File: config.mk
export PLATFORM = sky130hd
export DESIGN_NAME = key_debounce
export DESIGN_NICKNAME = d
export VERILOG_FILES = /design/src/rtl/key_debounce.sv
export SDC_FILE = /design/constraint.sdc
export NUM_CORES = 1
export LEC_CHECK = 0
export BUFFER_PORTS_ARGS = -buffer_cell sky130_fd_sc_hd__buf_4
export CORE_ASPECT_RATIO = 1.2
export CORE_MARGIN = 3
export CORE_UTILIZATION = 25
export DETAILED_ROUTE_END_ITERATION = 8
export PLACE_DENSITY = 0.48
export SYNTH_ARGS = -nofsm -noshare
export SYNTH_HDL_FRONTEND = slang
export SYNTH_SLANG_ARGS = --single-unit
File: constraint.sdc
create_clock -name sys_clk -period 3.9 [get_ports sys_clk]
set_input_delay 0.585 -clock sys_clk [delete_from_list [all_inputs] [get_ports sys_clk]]
set_output_delay 0.585 -clock sys_clk [all_outputs]
set_load 0.05 [all_outputs]
File: src/rtl/key_debounce.sv
// Four-key synchroniser/debouncer with registered level and press/release pulses.
// Optional long-press pulse per key when KEY_LONG_PRESS_EN is defined.
module key_debounce #(
  parameter int unsigned DEBOUNCE_CNT = 1_000_000,
  parameter int unsigned LONG_CNT     = 50_000_000
) (
  input  logic       sys_clk,
  input  logic       sys_rst,
  input  logic [3:0] key_n,
  output logic [3:0] key_state,
  output logic [3:0] key_press,
  output logic [3:0] key_release,
  output logic [3:0] key_long
);

  localparam int unsigned CW = $clog2(DEBOUNCE_CNT + 1);
  localparam logic [CW-1:0] DB_MAX = CW'(DEBOUNCE_CNT);

  typedef enum logic [1:0] {
    IDLE,
    PRESS_DB,
    HELD,
    RELEASE_DB
  } state_t;

  if (DEBOUNCE_CNT < 2 || LONG_CNT < 1) begin : g_bad_params
    $error("key_debounce: DEBOUNCE_CNT must be >= 2 and LONG_CNT >= 1");
  end

  // Two-flop synchroniser; resets to the released (high) level.
  logic [3:0] s1;
  logic [3:0] s2;

  always_ff @(posedge sys_clk) begin
    if (sys_rst) begin
      s1 <= '1;
      s2 <= '1;
    end else begin
      s1 <= key_n;
      s2 <= s1;
    end
  end

  for (genvar g = 0; g < 4; g++) begin : g_key
    state_t        state;
    state_t        state_nxt;
    logic [CW-1:0] cnt;
    logic [CW-1:0] cnt_nxt;
    logic          press_nxt;
    logic          release_nxt;
    logic          pressed_q;
    logic          press_q;
    logic          release_q;

    always_comb begin
      state_nxt   = state;
      cnt_nxt     = cnt;
      press_nxt   = 1'b0;
      release_nxt = 1'b0;
      unique case (state)
        IDLE: begin
          if (!s2[g]) begin
            state_nxt = PRESS_DB;
            cnt_nxt   = CW'(1);
          end
        end
        PRESS_DB: begin
          if (s2[g]) begin
            state_nxt = IDLE;
            cnt_nxt   = '0;
          end else if (cnt == DB_MAX) begin
            state_nxt = HELD;
            cnt_nxt   = '0;
            press_nxt = 1'b1;
          end else begin
            cnt_nxt = cnt + CW'(1);
          end
        end
        HELD: begin
          if (s2[g]) begin
            state_nxt = RELEASE_DB;
            cnt_nxt   = CW'(1);
          end
        end
        RELEASE_DB: begin
          if (!s2[g]) begin
            state_nxt = HELD;
            cnt_nxt   = '0;
          end else if (cnt == DB_MAX) begin
            state_nxt   = IDLE;
            cnt_nxt     = '0;
            release_nxt = 1'b1;
          end else begin
            cnt_nxt = cnt + CW'(1);
          end
        end
        default: begin
          state_nxt = IDLE;
          cnt_nxt   = '0;
        end
      endcase
    end

    // Level and pulses are registered from the next-state decode so they
    // change on the same edge as the FSM transition.
    always_ff @(posedge sys_clk) begin
      if (sys_rst) begin
        state     <= IDLE;
        cnt       <= '0;
        pressed_q <= 1'b0;
        press_q   <= 1'b0;
        release_q <= 1'b0;
      end else begin
        state     <= state_nxt;
        cnt       <= cnt_nxt;
        pressed_q <= (state_nxt == HELD) || (state_nxt == RELEASE_DB);
        press_q   <= press_nxt;
        release_q <= release_nxt;
      end
    end

    assign key_state[g]   = pressed_q;
    assign key_press[g]   = press_q;
    assign key_release[g] = release_q;

`ifdef KEY_LONG_PRESS_EN
    localparam int unsigned LW = $clog2(LONG_CNT + 1);
    localparam logic [LW-1:0] LONG_MAX = LW'(LONG_CNT);
    localparam logic [LW-1:0] LONG_PRE = LW'(LONG_CNT - 1);

    logic [LW-1:0] lcnt;
    logic [LW-1:0] lcnt_nxt;
    logic          long_nxt;
    logic          long_q;

    // Only the PRESS_DB->HELD entry restarts the count; a release bounce
    // back into HELD keeps accumulating, and saturation gives one pulse.
    always_comb begin
      lcnt_nxt = lcnt;
      long_nxt = 1'b0;
      if (state_nxt == IDLE) begin
        lcnt_nxt = '0;
      end else if (state == PRESS_DB && state_nxt == HELD) begin
        lcnt_nxt = '0;
      end else if ((state == HELD || state == RELEASE_DB) && lcnt != LONG_MAX) begin
        lcnt_nxt = lcnt + LW'(1);
        long_nxt = (lcnt == LONG_PRE);
      end
    end

    always_ff @(posedge sys_clk) begin
      if (sys_rst) begin
        lcnt   <= '0;
        long_q <= 1'b0;
      end else begin
        lcnt   <= lcnt_nxt;
        long_q <= long_nxt;
      end
    end

    assign key_long[g] = long_q;
`endif
  end

`ifndef KEY_LONG_PRESS_EN
  assign key_long = '0;
`endif

endmodule

==> results of run 1 <==
==> how the worst max path moves through the flow <==
stage	endpoint	slack, ns	cells after the start
5_1_grt	g_key[0].cnt[11]$_SDFFE_PP0P_	1.41	8
4_1_cts	g_key[0].cnt[11]$_SDFFE_PP0P_	1.61	8
2_1_floorplan	g_key[0].cnt[11]$_SDFFE_PP0P_	1.94	9
3_5_place_dp	g_key[0].cnt[5]$_SDFFE_PP0P_	1.62	8
6_report	g_key[0].cnt[11]$_SDFFE_PP0P_	1.61	8
3_3_place_gp	g_key[0].cnt[11]$_SDFFE_PP0P_	1.65	8
==> registers in the layout (all words and copies together), names as in the netlist <==
name / cells
g_key.cnt: 80
s1: 4
s2: 4
g_key.pressed_q: 2
g_key.press_q: 4
g_key.state: 8
g_key.release_q: 4
==> logic make-up (layout without fill, tap and decap cells) <==
kind of cell / count (synthesis) / in the layout / synth area share (%)
xor gates and xnor gates: 30 / 30 / 5.040
and+or+nand+nor: 292 / 292 / 30.07
muxes: 5 / 5 / 0.9600
other: 1 / 4 / 0.07193
AOI/OAI and AO/OA: 128 / 128 / 15.41
adders and majority gates: 8 / 8 / 1.920
DFF: 106 / 106 / 40.70
buffers and inverters: 62 / 54 / 5.832
==> metal layers <==
| layer | vias to the layer above | track usage [%] | wire length (um) |
|---|---|---|---|
| li1 | 2253 | - | - |
| met1 | 2015 | 14.08 | 5505 |
| met2 | 48 | 16.54 | 5162 |
| met3 | 10 | 1.961 | 296 |
| met4 | 0 | 3.504 | 133 |
| met5 | - | 0 | 0 |
==> cells in the mapped netlist, drive strengths merged, types with 2 or more instances <==
cell type / number / share of area, %
xnor2: 16 / 2.7
nand2: 69 / 5.0
and3b: 4 / 0.67
nor4bb: 3 / 0.58
and3: 9 / 1.1
nand3b: 5 / 0.72
a41oi: 7 / 1.2
or3b: 2 / 0.34
or2: 13 / 1.6
nor2b: 2 / 0.24
a22o: 8 / 1.3
nor3: 13 / 1.2
nor4: 13 / 1.6
a21o: 5 / 0.72
mux2i: 5 / 0.96
ha: 8 / 1.9
clkbuf: 20 / 1.4
xor2: 14 / 2.4
and4: 6 / 1.1
nand4b: 3 / 0.50
dfxtp: 106 / 41
a21oi: 40 / 3.8
a22oi: 2 / 0.29
nor3b: 4 / 0.58
nor4b: 9 / 1.5
a211oi: 3 / 0.53
and2: 3 / 0.36
nand2b: 9 / 1.1
inv: 17 / 1.2
nor2: 50 / 3.6
a31oi: 30 / 3.6
buf: 25 / 3.2
nand3: 44 / 4.5
or3: 5 / 0.60
o21ai: 22 / 2.1
nand4: 23 / 2.8
==> worst max-delay path, delay by kind of cell, from the launching register on <==
kind / cells / cell delay (ns)
flip-flops: 1 / 0.37
adder cells (fa/ha/maj): 1 / 0.21
buffers and inverters: 2 / 0.44
AO/OA/AOI/OAI: 3 / 0.84
AND/OR/NAND/NOR: 2 / 0.37
==> layout make-up <==
| type | instances | share of cell area [%] |
|---|---|---|
| clock inverters | 4 | 0.9077 |
| clock buffers | 11 | 4.193 |
| multi-input cells | 467 | 48.56 |
| inverters | 17 | 1.102 |
| repair buffers | 22 | 2.853 |
| flip-flops and latches | 106 | 36.65 |
| well taps | 265 | 5.727 |
==> per-stage QoR <==
step	setup WS, ns	util [%]	instances	instance area (um2)
final	1.607	28.38	892	5789
after global routing	1.408	28.38	892	5789
after CTS	1.610	28.38	892	5789
after detailed placement	1.615	26.94	877	5494
after global placement	1.645	26.94	877	5494
after floorplan	1.944	-	635	5225
==> where the power goes <==
| part | internal [W] | switching [W] |
|---|---|---|
| Clock | 0.000513 | 0.000411 |
| Combinational | 0.0000226 | 0.0000483 |
| Sequential | 0.00109 | 0.00000667 |
| Total | 0.00162 | 0.000466 |
==> results.md, run 1 <==
- The flow ran to the end, and the final reports show no timing, DRC or antenna violations.
- STA classifies the critical path endpoint as a register.
- At the pin with the least slew margin, the transition time is 1.017 ns.
- The internal reg-to-reg setup slack is 1.61 ns.
- The global router's overall resource usage is 10.39%.
- The final period utilization is 58.78%.
- The max-cap check violation count is 0.
- The final max-slew violation count is 0.
- The average size of a mapped cell is 8.250 um2.
- The worst hold margin is 0.4104 ns.
- The post-detailed-routing wire length is 11.10 mm.
- The clock insertion delay at the later pin of the skew report is 0.35 ns.
- After clock tree synthesis, the clock-pin slew on the worst setup and hold paths is 0.07 ns.
- Setup violations remaining at the end of the flow were counted as 0.
- The estimated wirelength of the detail-placed design is 7.771 mm.
- The hold-critical path depth is 1.
- The detail-routed net length per standard cell is 12.44 um.
- Data on the critical path is required at its endpoint by 4.18 ns.
- Setup repair after global routing left no endpoint under its margin.
- In this run the tool buffered the top-level ports with 17 buffer cells.
- The layout overhead on the synthesized area is 11.04%.
- The slowest stage of the critical path belongs to the cell sky130_fd_sc_hd__a211oi_2.
- The maximum number of pins on one net before global-route repair is 52.
- The sequential cells in the finished layout cover a total of 2122 um2.
- The number of hold violations in the final report came to 0.
- Measured in cells, the most critical reg-to-reg path has a length of 8.
- The worst vdd rail ir drop is 0.2494 mV.
- The type of the setup path with the least slack is register to register.
- The endpoint of the worst register-to-register path is g_key[0].cnt[11]$_SDFFE_PP0P_.
- In this run the clock root is driven by a sky130_fd_sc_hd__clkbuf_16.
- Leaving out fill and tap cells, the most frequent cell in the layout is sky130_fd_sc_hd__dfxtp_1.
- The hold-fix buffer count after cts is 0.
- The arrival time reported for the critical path endpoint is 2.57 ns.
- The first routing iteration left 362 violations.
- The post-synthesis cell area is 5214 um2.
- The register bit total from synthesis is 106.
- The number of global-route vias before repair is 4,000.
- The area of the core is 20,400 um2.
- The number of buffers added by the clock tree synthesis step is 9.
- The startpoint identified for the worst hold timing path is s1[3]$_SDFF_PP1_.
- The layout filler cell count is 2,239.
- The synthesized instance count is 632.
- The first global-routing pass estimated 19.39 mm of wire.
- The I/O pin count is 22.
- The count of H-tree levels built during CTS is 3.
- The area used by multi-input combinational logic is 2811 um2.
- The initialized floorplan defines 57 standard-cell rows.
- After detailed routing, the number of remaining DRC violations is 0.
- Setup total negative slack on the finished layout was measured at 0 ns.
- The number of sinks on the clock net is 106.
- The post-layout minimum cycle time is 2.293 ns.
- Traced cell by cell, the critical path runs through inv_1, ha_1, nor4b_1, and4_1, a211oi_2, buf_4, a41oi_1, a31oi_1.
- The detailed-routing iteration count for the pre-antenna-repair pass is 4.
- The count of warnings emitted by yosys is 0.
- In the routed layout, each cell is associated on average with a via count of 4.850.
- The initial antenna violation count is 0.
- The leakage power total is 1.855 nW.
- The longest individual stage delay on the worst path is 0.55 ns.
- The die is 164.2 um tall.
- The weighted congestion at the end of routability-driven global placement is 0.7723.
- Of the cells placed in the final design, the portion with a size suffix greater than 1 is 7.974%.
- Timing would allow up to 436.2 MHz.
- Counting distinct cell types in the post-synthesis netlist gives 60.
- The detailed router placed 4,326 vias in this run.
- Once the clock tree was built, the resizer swapped 0 gates to a different size.
- Leaving out fill and tap cells, the most frequent cells in the layout are sky130_fd_sc_hd__dfxtp_1, sky130_fd_sc_hd__nand2_1, sky130_fd_sc_hd__nor2_1, sky130_fd_sc_hd__nand3_1, sky130_fd_sc_hd__a21oi_1.
- The horizontal extent of the die is 137.8 um.
- The TritonCTS clock tree is yes.
- The number of enable-type register cells in the synthesized netlist is 0.
- The type of the most critical hold path is register to register.
- Of all nets on the critical path, the largest fanout is 21.
- The initial standard-cell utilization of the core is 25.56%.
- In this run the post-CTS setup repair buffer count came out at 0.
- The most critical setup path has its startpoint at g_key[0].cnt[0]$_SDFFE_PP0P_.
- The normalized max-slew margin is 31.69%.
- Global routing finished with a remaining overflow of 0.
- The die covers 22,630 um2.
- The startpoint of the most critical register-to-register path is g_key[0].cnt[0]$_SDFFE_PP0P_.
- The post-route antenna net violation count is 0.
- The sequential area share after synthesis is 40.70%.
- Between clock sinks in the finished design, the worst skew comes to 0.009569 ns.
- The startpoint type of the worst setup path is a register.
- The power density over the cells is 361.0 nW/um2.
- The worst hold path terminates at s2[3]$_SDFF_PP1_.
- The final net count is 637.
- The final total power is 0.002090 W.
- The primary flip-flop cell chosen by synthesis mapping is sky130_fd_sc_hd__dfxtp_1.
- The proportion of synthesized flip-flops having asynchronous set or reset is 0%.
- The clock passes through at most 2 buffers.
- 0 antenna diodes ended up in the layout.
(Power assumes the default switching activity.)
==> inputs of run 2 (changes only) <==
--- a/config.mk
+++ b/config.mk
@@ -5,12 +5,13 @@
 export SDC_FILE = /design/constraint.sdc
 export NUM_CORES = 1
 export LEC_CHECK = 0
+export ABC_AREA = 1
 export BUFFER_PORTS_ARGS = -buffer_cell sky130_fd_sc_hd__buf_4
 export CORE_ASPECT_RATIO = 1.2
 export CORE_MARGIN = 3
 export CORE_UTILIZATION = 25
 export DETAILED_ROUTE_END_ITERATION = 8
-export PLACE_DENSITY = 0.48
+export PLACE_DENSITY = 0.49
 export SYNTH_ARGS = -nofsm -noshare
 export SYNTH_HDL_FRONTEND = slang
 export SYNTH_SLANG_ARGS = --single-unit
==> constraint.sdc (replaced) <==
create_clock -name sys_clk -period 2.1 [get_ports sys_clk]
set_input_delay 0.315 -clock sys_clk [delete_from_list [all_inputs] [get_ports sys_clk]]
set_output_delay 0.315 -clock sys_clk [all_outputs]
set_load 0.05 [all_outputs]
==> run 2 against run 1 <==
First-iteration DRC count fell by 30%. Count of clock-buffer cells in the layout shrank 1. Global-route usage grew 0.59 points. Sequential cell count unchanged. Final cell count up 41%. Critical path type unchanged.
==> results.md, run 2 <==
- The post-synthesis adder-cell area fraction is 1.659% (-0.26 points).
- The number of enable-type register cells in the synthesized netlist is 0 (unchanged).
- The fraction of the mapped netlist area in compound gates is 9.911% (-5.5 points).
- The final number of setup-violating endpoints was 0 (unchanged).
- The global-route met3 utilization is 1.361% (-0.60 points).
- The type of the most critical hold path is primary input to register.
- The met2 track utilization from global routing was 19.11% (+2.6 points).
- Setup repair after global routing left no endpoint under its margin.
- The area of the core came to 23,430 um2 (+15%).
- The number of non-filler instances in the completed layout came to 1,255 (+41%).
- The die outline area is 26,050 um2 (+15%).
- The detailed-routing iteration count for the pre-antenna-repair pass is 5 (+1).
- The run finished with clean final reports.
- The initial standard-cell utilization of the core is 25.75% (+0.19 points).
- The total global routing overflow was 0 (unchanged).
- The final-layout setup total negative slack is 0 ns (unchanged).
- The synthesized instance count is 933 (+48%).
- In the layout the commonest cells are sky130_fd_sc_hd__nand2_1, sky130_fd_sc_hd__inv_1, sky130_fd_sc_hd__nor2_1, sky130_fd_sc_hd__dfxtp_1, sky130_fd_sc_hd__nand3_1.
- The worst vdd rail ir drop is 0.3251 mV (+30%).
- The weighted congestion at the end of routability-driven global placement is 0.7919 (+2.5%).
- The worst hold margin is 0.1392 ns (-0.2712 ns).
- The highest net fanout along the worst path was 19 (-9.5%).
- The final period utilization is 82.80% (+24 points).
- The number of hold violations in the final report is 0 (unchanged).
- The count of warnings emitted by yosys is 0 (unchanged).
- The post-route antenna net violation count was 0 (unchanged).
- The hold-fix buffer count after cts is 0 (unchanged).
- The clock-pin slew on the worst setup and hold paths was 0.07 ns (about the same).
- The highest clock rate came to 575.1 MHz (+32%).
- The number of sinks on the clock net is 106 (unchanged).
- By startpoint and endpoint, the worst setup path is classified as register to register.
- The number of port buffers is 17 (unchanged).
- The total number of placement rows was 61 (+7.0%).
- The kind of capture point of the worst setup path is a register.
- The estimated wirelength of the detail-placed design was 9.935 mm (+28%).
- The maximum number of pins on one net before global-route repair is 35 (-33%).
- The die height came to 176.2 um (+7.3%).
- The wire length of the first global-routing pass is 23.77 mm (+23%).
- The final max-slew violation count is 0 (unchanged).
- The count of distinct cell types in the synthesized netlist is 39 (-35%).
- The initial antenna violation count is 0 (unchanged).
- The global router's overall resource usage was 10.97% (+0.59 points).
- The post-layout minimum cycle time is 1.739 ns (-0.5537 ns).
- The layout filler cell count came to 2,644 (+18%).
- The power density over the cells is 584.8 nW/um2 (+62%).
- The data required time of the worst path is 2.39 ns (-1.79 ns).
- The horizontal extent of the die is 147.8 um (+7.3%).
- The final net count is 949 (+49%).
- The post-synthesis cell area is 6035 um2 (+16%).
- The number of gates given a new drive strength after cts is 0 (unchanged).
- The number of antenna repair diodes is 0 (unchanged).
- TritonCTS built the clock tree.
- The count of H-tree levels built during CTS is 3 (unchanged).
- The remaining design rule violation count is 0 (unchanged).
- The detail-routed via count per cell came to 4.256 (-12%).
- The dominant combinational cell family by area after synthesis is simple AND/OR/NAND/NOR gates.
- The total vias in the final route was 5,341 (+23%).
- The number of post-CTS setup repair buffers is 0 (unchanged).
- The number of global-route vias before repair came to 5,070 (+27%).
- The layer flagged by global routing as most heavily used is met2.
- The post-detailed-routing wire length came to 13.75 mm (+24%).
- The basic-gate share of the synthesized area counting and, or, nand and nor cells came to 38.30% (+8.2 points).
- The largest total area in the synthesized netlist belongs to sky130_fd_sc_hd__dfxtp_1.
- Yosys attributes the largest share of cell area to sky130_fd_sc_hd__dfxtp_1, sky130_fd_sc_hd__nand2_1, sky130_fd_sc_hd__inv_1.
- The I/O pin count is 22 (unchanged).
- The area share of the largest cell type after synthesis is 35.16% (-5.5 points).
- The sequential area share after synthesis is 35.16% (-5.5 points).
- The share of layout cells above drive strength 1 was 9.894% (+1.9 points).
- The proportion of synthesized flip-flops having asynchronous set or reset is 0% (unchanged).
- The layout overhead on the synthesized area came to 10.95% (about the same).
- In this run the clock root is driven by a sky130_fd_sc_hd__clkbuf_16.
- The worst clock skew on the final layout is 0.01086 ns (+0.001287 ns).
- The max-cap check violation count is 0 (unchanged).
- The number of DRC violations after detailed-routing iteration 0 is 254 (-30%).
- The leading cell type in the layout, fill and taps excluded is sky130_fd_sc_hd__nand2_1.
- The primary flip-flop cell chosen by synthesis mapping is sky130_fd_sc_hd__dfxtp_1.
- The cell with the most instances after synthesis is sky130_fd_sc_hd__nand2_1.
- The leakage power total is 2.526 nW (+36%).
- In the final layout, the registers with the most flip-flops are g_key.cnt (80), g_key.state (8).
- The met1 layer usage reported by global route was 13.69% (-0.38 points).
- The area share of xor/xnor cells in the synthesized design was 3.193% (-1.8 points).
- In the synthesized netlist, the cells that appear most often are sky130_fd_sc_hd__nand2_1, sky130_fd_sc_hd__inv_1, sky130_fd_sc_hd__nor2_1.
- The register bit total from synthesis is 106 (unchanged).
- The startpoint type of the worst setup path is a register.
- The number of buffers between clock root and the deepest sink was 2 (unchanged).
- The detail-routed net length per standard cell came to 10.95 um (-12%).
- The arrival time reported for the critical path endpoint is 2.03 ns (-0.54 ns).
- The number of instances in the placed design is 1,239 (+41%).
- The flip-flop count of the largest register after layout is 80 (unchanged).
- The clock insertion delay at the later pin of the skew report is 0.36 ns (about the same).
- The average size of a mapped cell is 6.468 um2 (-22%).
- The register with the most flip-flops is g_key.cnt.
- The multiplexer share of the synthesized area is 0% (-0.96 points).
- The number of buffers added by the clock tree synthesis step was 9 (unchanged).
==> run 2: changes by cell type after synthesis, sizes merged, moves of 13 or more <==
cell	change
nor2	+86
o21ai	+14
a31oi	-30
nand2	+215
inv	+109
nand3	+14
xnor2	-13
a21oi	+18
==> run 2: worst max-delay path, cell delays in order, from the launching register on <==
cell and delay [ns]:
sky130_fd_sc_hd__dfxtp_1 0.45, sky130_fd_sc_hd__inv_1 0.09, sky130_fd_sc_hd__ha_1 0.20, sky130_fd_sc_hd__nand2_1 0.06, sky130_fd_sc_hd__nor2_1 0.05, sky130_fd_sc_hd__nand3_1 0.08
sky130_fd_sc_hd__nor2_1 0.06, sky130_fd_sc_hd__nor2_4 0.36, sky130_fd_sc_hd__o21ai_0 0.18, sky130_fd_sc_hd__a21oi_1 0.14
==> run 2: cells by family after synthesis <==
family / Yosys count
and+or+nand+nor: 528
buffers and inverters: 161
AOI/OAI and AO/OA: 107
DFF: 106
xor gates and xnor gates: 22
adders and majority gates: 8
other: 1
==> run 2: routing by layer <==
metal | part of all wire [%] | vias to the layer above
li1 | - | 2897
met1 | 48 | 2378
met2 | 48 | 49
met3 | 1.8 | 17
met4 | 2.0 | 0
met5 | 0 | -
==> run 2: final timing paths <==
kind / depth (start not counted) / slack [ns] / from / end
setup / recovery: 9 / 0.36 / g_key[1].cnt[0]$_SDFFE_PP0P_ / g_key[1].cnt[7]$_SDFFE_PP0P_
hold / removal: 2 / 0.14 / key_n[1] / s1[1]$_SDFF_PP1_
setup reg to reg: 9 / 0.36 / g_key[1].cnt[0]$_SDFFE_PP0P_ / g_key[1].cnt[7]$_SDFFE_PP0P_
hold reg to reg: 1 / 0.42 / s1[2]$_SDFF_PP1_ / s2[2]$_SDFF_PP1_
==> run 2: metrics by stage <==
step	instance area (um2)	utilization, %	setup WS (ns)	power (W)
after floorplan	6046	-	0.6911	0.002194
after global placement	6400	27.31	0.4100	0.002241
after detailed placement	6400	27.31	0.3438	0.002240
after CTS	6695	28.57	0.3320	0.004001
after global routing	6695	28.57	0.1596	0.004092
final	6695	28.57	0.3611	0.003916
==> run 2: report_power, final <==
group | total [W] | leakage (nW) | internal, W | switching, W
combinational | 0.000157 | 1.52 | 0.0000429 | 0.000114
sequential | 0.00203 | 0.856 | 0.00202 | 0.0000102
clock | 0.00173 | 0.147 | 0.000931 | 0.000796
==> run 2: cell type report <==
cell class	instances	area [um2]	share of cell area [%]
sequential	106	2122	31.70
tap	315	394.1	5.887
clock inverter	6	66.31	0.9905
inverter	127	476.7	7.120
timing repair buffer	22	190.2	2.841
clock buffer	10	229.0	3.420
multi-input combinational	669	3217	48.05
